--- src/rtl/rr_arb4_sel_pkg.sv ---
// Shared constants, FSM state encoding and a one-hot helper for the 4-way arbiter.
// Latency: n/a (declarations only).
// Backpressure: n/a.
package rr_arb4_sel_pkg;

  localparam int NUM_SRC = 4;
  localparam int SEL_W   = 2;

  typedef enum logic {
    IDLE = 1'b0,
    LOCK = 1'b1
  } state_t;

  // Index to one-hot grant vector.
  function automatic logic [NUM_SRC-1:0] onehot4(input logic [SEL_W-1:0] idx);
    logic [NUM_SRC-1:0] v;
    v      = '0;
    v[idx] = 1'b1;
    return v;
  endfunction

endpackage

--- src/rtl/rr_pick4.sv ---
// Round-robin pick: first set req bit scanning ptr, ptr+1, ... modulo 4.
// Latency: purely combinational.
// Backpressure: none; caller decides when the winner is used.
//
// Ports:
//   req    in  4  candidate request vector
//   ptr    in  2  highest-priority index for this scan
//   winner out 2  selected index (equals ptr when any=0, value unused then)
//   any    out 1  at least one request present
module rr_pick4
  import rr_arb4_sel_pkg::*;
(
  input  logic [NUM_SRC-1:0] req,
  input  logic [SEL_W-1:0]   ptr,
  output logic [SEL_W-1:0]   winner,
  output logic               any
);

  // Walk offsets from farthest to nearest so the nearest set bit to ptr
  // is the last assignment and therefore wins.
  always_comb begin
    winner = ptr;
    any    = |req;
    for (int i = NUM_SRC - 1; i >= 0; i--) begin
      if (req[ptr + SEL_W'(i)]) begin
        winner = ptr + SEL_W'(i);
      end
    end
  end

endmodule

--- src/rtl/rr_arb4_sel.sv ---
// Round-robin 4-source frame arbiter driving the select of a shared 4:1 datapath mux.
// Latency: req to out_valid 1 cycle; one idle bubble between consecutive frames.
// Backpressure: dst_ready low stalls the owner (grant held, no beat counted); src_ready = gnt & dst_ready.
//
// Ports:
//   clk          in   1  system clock
//   reset_l      in   1  asynchronous active-low reset
//   req          in   4  per-source beat valid
//   eop          in   4  per-source end-of-frame, qualified by req
//   dst_ready    in   1  downstream accepts the current beat
//   sel          out  2  registered mux select, stable for a whole frame
//   gnt          out  4  one-hot datapath owner, zero when idle
//   src_ready    out  4  per-source pop strobe
//   out_valid    out  1  beat valid toward downstream
//   out_eop      out  1  end-of-frame on the current beat
//   timeout_err  out  1  one-cycle pulse on watchdog release
module rr_arb4_sel
  import rr_arb4_sel_pkg::*;
#(
  parameter int MAX_BEATS = 256,
  parameter int CNT_W     = 9
) (
  input  logic               clk,
  input  logic               reset_l,
  input  logic [NUM_SRC-1:0] req,
  input  logic [NUM_SRC-1:0] eop,
  input  logic               dst_ready,
  output logic [SEL_W-1:0]   sel,
  output logic [NUM_SRC-1:0] gnt,
  output logic [NUM_SRC-1:0] src_ready,
  output logic               out_valid,
  output logic               out_eop,
  output logic               timeout_err
);

  localparam logic [CNT_W-1:0] LAST_BEAT = CNT_W'(MAX_BEATS - 1);

  state_t             state_q, state_d;
  logic [SEL_W-1:0]   ptr_q, ptr_d;
  logic [SEL_W-1:0]   sel_d;
  logic [NUM_SRC-1:0] gnt_d;
  logic [CNT_W-1:0]   cnt_q, cnt_d;
  logic               tmo_d;

  logic [SEL_W-1:0]   pick_win;
  logic               pick_any;
  logic               xfer;

  rr_pick4 u_pick (
    .req    (req),
    .ptr    (ptr_q),
    .winner (pick_win),
    .any    (pick_any)
  );

  // Handshake toward the datapath; only the owner's request is visible.
  assign out_valid = (state_q == LOCK) & req[sel];
  assign out_eop   = out_valid & eop[sel];
  assign src_ready = gnt & {NUM_SRC{dst_ready}};
  assign xfer      = out_valid & dst_ready;

  always_comb begin
    state_d = state_q;
    sel_d   = sel;
    gnt_d   = gnt;
    ptr_d   = ptr_q;
    cnt_d   = cnt_q;
    tmo_d   = 1'b0;
    case (state_q)
      IDLE: begin
        if (pick_any) begin
          sel_d   = pick_win;
          gnt_d   = onehot4(pick_win);
          cnt_d   = '0;
          state_d = LOCK;
        end
      end
      LOCK: begin
        if (xfer) begin
          if (eop[sel] || (cnt_q == LAST_BEAT)) begin
            // Release; the served source drops to lowest priority.
            state_d = IDLE;
            gnt_d   = '0;
            ptr_d   = sel + SEL_W'(1);
            tmo_d   = ~eop[sel];
          end else begin
            cnt_d = cnt_q + CNT_W'(1);
          end
        end
      end
      default: state_d = IDLE;
    endcase
  end

  always_ff @(posedge clk or negedge reset_l) begin
    if (!reset_l) begin
      state_q     <= IDLE;
      sel         <= '0;
      gnt         <= '0;
      ptr_q       <= '0;
      cnt_q       <= '0;
      timeout_err <= 1'b0;
    end else begin
      state_q     <= state_d;
      sel         <= sel_d;
      gnt         <= gnt_d;
      ptr_q       <= ptr_d;
      cnt_q       <= cnt_d;
      timeout_err <= tmo_d;
    end
  end

endmodule

--- config.mk ---
export PLATFORM = sky130hd
export DESIGN_NAME = rr_arb4_sel
export DESIGN_NICKNAME = d
export VERILOG_FILES = /design/src/rtl/rr_arb4_sel_pkg.sv /design/src/rtl/rr_pick4.sv /design/src/rtl/rr_arb4_sel.sv
export SDC_FILE = /design/constraint.sdc
export NUM_CORES = 1
export LEC_CHECK = 0
export ABC_AREA = 1
export BUFFER_PORTS_ARGS = -buffer_cell sky130_fd_sc_hd__buf_4
export CAP_MARGIN = 20
export CORE_UTILIZATION = 55
export DETAILED_ROUTE_END_ITERATION = 10
export HOLD_SLACK_MARGIN = 0.03
export PLACE_DENSITY = 0.79
export SETUP_SLACK_MARGIN = 0.4
export SYNTH_ARGS = -nofsm -noshare
export SYNTH_HDL_FRONTEND = slang
export SYNTH_SLANG_ARGS = --single-unit
--- constraint.sdc ---
create_clock -name clk -period 2.4 [get_ports clk]
set_input_delay 0.24 -clock clk [delete_from_list [all_inputs] [get_ports clk]]
set_output_delay 0.24 -clock clk [all_outputs]
set_load 0.02 [all_outputs]
======== Word level (Yosys, flattened, before mapping) ========
Cells that the tools add are included.
storage, ports and cells
  word-level logic and storage cells ...... 69
  output and inout port bits .............. 13
  bits in registers ....................... 19
cells by class
  add/subtract/negate cells ............... 5
  mux-type cells .......................... 33
  eq/ne operators ......................... 5
  reduce and logical (&&, ||, !) cells .... 7
  order comparisons ....................... 7
  bitwise gates (word level) .............. 6
operators by type and width
  kind                   number
  $mux W9                3
  $lt A2 B3 Y1 const B   6
  $pmux W9 S2            1
  $mux W1                13
  $bmux W1 S2            6
  $mux W4                3
  $add A9 B1 Y9 const B  1
  $eq A9 B8 Y1 const B   1
  $reduce_and A3 Y1      3
  $mux W2                4
  $pmux W4 S2            1
  $add A2 B1 Y2 const B  2
  $add A2 B2 Y2 const B  2
  $and A4 B4 Y4          1
  $ne A2 B1 Y1 const B   2
  $ne A2 B2 Y1 const B   2
  $reduce_or A4 Y1       1
  $and A1 B1 Y1          3
  $demux W1 S2           1
  $ge A2 B1 Y1 const B   1
  $not A1 Y1             2
  $pmux W1 S2            1
  $reduce_and A2 Y1      1
  $logic_and A1 B1 Y1    1
  $logic_or A1 B1 Y1     1

======== Logic depth before layout (Yosys ltp) ========
  word-level depth ........................ 13
  gate-level depth with buffers ........... 13
  depth with buffers taken out ............ 12

======== Hierarchy ========
A second synthesis with hierarchy kept.
unflattened totals
  cells, all modules ...................... 223
  area total of the unflattened synthesis .. 1432.6 um2
modules (own cells, without submodules)
  module       area an instance (um2)  instances  seq. area each (um2)  cells each
  rr_arb4_sel  1214.9                  1          475.5                 173
  rr_pick4     217.7                   1          0.0                   50

======== Worst setup path before layout ========
No wires, ideal clock.
  path kind ............................... flip-flop to flip-flop
  start point ............................. register cnt_q[0]
  end point ............................... register cnt_q[5]
  buffers on the path ..................... 1
  period minus slack after synthesis ...... 1825 ps
  slack ................................... 575 ps
  stages on the path, launching flop included .. 13
  arrival time ............................ 1706 ps
  cells stage by stage .................... dfrtp_1 ha_1 nand3_1 nor3_1 nand2_1 nor2_1 ha_1 nor2_4 nand2_4 nand2_4 buf_12 nand2_1 o21ai_2
between the ends
  word-level cells in the longest chain between the ends .. 4
ends and longest elaborated chain
  element                                                  line                                  source
  start: declaration                                       rr_arb4_sel.sv:42                     logic [CNT_W-1:0] cnt_q, cnt_d;
  start signal: assignment                                 rr_arb4_sel.sv:108                    cnt_q <= cnt_d;
  $add A9 B1 Y9 / $eq A9 B8 Y1 (equally long branches)     rr_arb4_sel.sv:87, rr_arb4_sel.sv:80
  $mux W9 / $logic_or A1 B1 Y1 (equally long branches)     rr_arb4_sel.sv:80                     if (eop[sel] || (cnt_q == LAST_BEAT)) begin
  $mux W9 / $ne A2 B2 Y1 (equally long branches)           -
  $pmux W9 S2 / $reduce_and A3 Y1 (equally long branches)  -
Parallel ways exist; a longest one is shown, timed or not. The select of a mux whose other input is x is not followed.
A chain may end at the register's enable or synchronous reset.

======== Final worst setup path ========
  start point ............................. register cnt_q[0]
  end point ............................... register cnt_q[0]
The elaborated chain is that of the path after synthesis.

==> run metrics <==
result of the run finished, final reports clean; Worst R2R End cnt_q[0]; largest net degree at the start of global routing 20; Iteration-0 DRC Markers 34; area share of and/or/nand/nor cells after synthesis 37.6%; cell at the root of the clock tree sky130_fd_sc_hd__clkbuf_4; number of nets at the end of the flow 234; PnR Total Power 0.00187 W; post-synthesis register bit count 19; instance count after placement with tap cells included 239; CP required 2.63 ns; Max-Slew Margin vs Limit 77.2%; via count 1303; Die Wd 50.7 um; sequential cell area fraction in the yosys report 36.4%; clock-pin slew reported for the worst setup and hold paths after clock tree synthesis 0.11 ns; number of maximum-capacitance violations 0; path type of the worst setup path flip-flop to flip-flop; register-to-register path setup slack 0.47 ns; initial antenna violation count 0; ports placed on the boundary 24; number of cells on the worst reg-to-reg path 11; wire length reported by the detailed router 3070 um; crit start category flip-flop; path type of the worst min-delay path primary input to flip-flop; wire length of the first global-routing pass 4770 um; cell with the most instances on the worst path sky130_fd_sc_hd__ha_2; final setup violation count 0; Final Hold Viols 0; Power Dens Cells 1170 mW/mm^2; Post-DP HPWL 2140 um; compound-cell area share of the yosys netlist 9.58%; Mapped Avg Cell Area 6.88 um^2; transition time at the pin with the least slew margin 0.338 ns; Placement Rows 17; number of detailed-routing iterations run before antenna repair 4; commonest cells after routing, fill and taps aside sky130_fd_sc_hd__nand2_1 (64), sky130_fd_sc_hd__inv_1 (31), sky130_fd_sc_hd__buf_4 (27), sky130_fd_sc_hd__dfrtp_1 (19), sky130_fd_sc_hd__nand3_1 (15); number of max-slew violations in the final report 0; capture endpoint of the worst hold path timeout_err; global route overflow 0; list of cells traversed by the critical path ha_2 -> nand3_2 -> nor3_4 -> nand2_2 -> nor2_2 -> ha_2 -> nor2_4 -> nand2_4 -> buf_4 -> nand3_1 -> o21ai_0; cell with the largest stage delay on the worst path sky130_fd_sc_hd__dfrtp_1; total of warnings raised by yosys 0; fin crit period 1.93 ns; count of cells along the worst hold path 4; Finished Layout Cells 248; Die Y 50.7 um; startpoint of the lowest-slack register-to-register path cnt_q[0]; Synth Area in XOR/XNOR 3.35%; CTS tree built; Mapped Cells 190; Netlist Area Pre-Place 0.00131 mm^2; post-route antenna net violation count 0; multiplexer fraction of the synthesized cell area 0%; net count after synthesis 203; Std-Cell Core Area 0.00223 mm^2; number of global-route vias before repair 1165; maximum operating frequency 517 MHz; number of fill cells in the layout 196; Max H-tree Level 1; worst-case vdd ir drop 0.714 mV; setup repair after global routing missed its margin no; arrival time reported for the critical path endpoint 2.16 ns; most common library cell in the layout ignoring fill and taps sky130_fd_sc_hd__nand2_1; CTS sink count 19; average wire per cell in the routed design 12.4 um; remaining routing DRC violations 0; die footprint 0.00257 mm^2; number of library cell types mapped by synthesis 23; weighted congestion at the end of routability-driven global placement 0.871; Ant. Diodes 0; dominant combinational cell family by area after synthesis simple AND/OR/NAND/NOR gates; fraction of the mapped netlist area in adder cells 1.92%; maximum cell stage delay along the critical path 0.43 ns; final clock skew 0.00206 ns; startpoint of the worst hold path eop[3]; share of cells above drive strength 1 23.2%; total CTS buffers 3; critical-path maximum fanout 5; critical path endpoint category flip-flop; static leakage 0.917 nW; fin crit share 80.6%; GRT Overall Usage 25.1%; area delta synth->final 21.8%; initial cell density of the core 58.5%; Setup TNS Final 0 ns; Skew-Pair Late Insertion Delay 0.30 ns; clock tree buffer depth 2; Avg Vias per Cell 5.25; input/output buffers 23
-- layer usage --
layer	up-vias	global-route usage, %	wire (um)
met2	50	40.0	1410
met1	584	32.8	1380
li1	657	-	-
met4	0	10.2	114
met5	-	0	0
met3	12	5.76	160
-- stage by stage --
| step | utilization [%] | cell area (um^2) | hold WS, ns | setup WS, ns |
|---|---|---|---|---|
| 2_1_floorplan | - | 1310 | -0.0556 | 0.575 |
| 3_3_place_gp | 66.7 | 1490 | 0.125 | 0.545 |
| 3_5_place_dp | 66.7 | 1490 | 0.125 | 0.383 |
| 4_1_cts | 68.6 | 1530 | 0.256 | 0.452 |
| 5_1_grt | 71.3 | 1590 | 0.273 | 0.343 |
| 6_report | 71.3 | 1590 | 0.255 | 0.466 |
-- sequential cells by signal, indices dropped and copies added, names as in the netlist --
signal       count
cnt_q            9
gnt              4
ptr_q            2
sel              2
state_q          1
timeout_err      1
-- repair_timing --
item                                    CTS  global route
hold endpoints to repair                 19             0
hold buffers                              1             0
pin swaps                                 0             6
resized for setup                         1             7
endpoints found under the setup margin    4            12
setup buffers                             0             4
-- cells in the mapped netlist --
library cell / instances / area, um^2
sky130_fd_sc_hd__nand2_1: 65 / 244
sky130_fd_sc_hd__inv_1: 31 / 116
sky130_fd_sc_hd__dfrtp_1: 19 / 475
sky130_fd_sc_hd__nand3_1: 16 / 80.1
sky130_fd_sc_hd__o21ai_0: 12 / 60.1
sky130_fd_sc_hd__nor2_1: 11 / 41.3
sky130_fd_sc_hd__xor2_1: 5 / 43.8
sky130_fd_sc_hd__nand4_1: 4 / 25.0
sky130_fd_sc_hd__a21oi_1: 3 / 15.0
sky130_fd_sc_hd__nor2_4: 3 / 33.8
sky130_fd_sc_hd__o21ai_2: 3 / 26.3
sky130_fd_sc_hd__ha_1: 2 / 25.0
sky130_fd_sc_hd__nand2_2: 2 / 12.5
sky130_fd_sc_hd__nand2_4: 2 / 22.5
sky130_fd_sc_hd__nor2_2: 2 / 12.5
sky130_fd_sc_hd__nor3_1: 2 / 10.0
sky130_fd_sc_hd__o21ai_1: 2 / 10.0
sky130_fd_sc_hd__buf_12: 1 / 20.0
sky130_fd_sc_hd__buf_2: 1 / 5.00
sky130_fd_sc_hd__inv_2: 1 / 3.75
sky130_fd_sc_hd__nand3_2: 1 / 10.0
sky130_fd_sc_hd__o211ai_1: 1 / 7.51
sky130_fd_sc_hd__o22ai_1: 1 / 6.26
-- power breakdown --
| group | internal, W | switching, W |
|---|---|---|
| registers | 0.000429 | 0.000137 |
| logic | 0.000399 | 0.000740 |
| clock network | 0.0000622 | 0.000102 |
-- final cells by class --
cell class                      instances  area, um^2  share of cell area (%)
Sequential cell                        19         475                    29.9
Timing Repair Buffer                   28         213                    13.4
Clock buffer                            3        22.5                    1.42
Inverter                               32         120                    7.55
Tap cell                               28        35.0                    2.20
Clock inverter                          1        5.00                   0.314
Multi-Input combinational cell        137         721                    45.3
-- worst max path at each step --
stage / from / end / slack [ns] / cells past startpoint
6_report: cnt_q[0] / cnt_q[0] / 0.47 / 11
5_1_grt: cnt_q[1] / cnt_q[6] / 0.34 / 11
4_1_cts: cnt_q[0] / cnt_q[6] / 0.45 / 11
3_5_place_dp: cnt_q[0] / cnt_q[6] / 0.38 / 11
3_3_place_gp: cnt_q[0] / cnt_q[6] / 0.55 / 11
2_1_floorplan: cnt_q[0] / cnt_q[5] / 0.58 / 12
-- critical path: cells and delay by family (launching register included) --
kind | cells | cell delay [ns]
simple gates | 7 | 0.77
fa+ha+maj | 2 | 0.43
buf+inv | 1 | 0.13
compound gates | 1 | 0.09
flops | 1 | 0.43
-- cells by family after synthesis --
family                     count (synthesis)
and+or+nand+nor                          108
buffers and inverters                     34
AOI/OAI and AO/OA                         22
DFF                                       19
xor gates and xnor gates                   5
adders and majority gates                  2
Note: power is estimated with default switching activity, not from simulation.
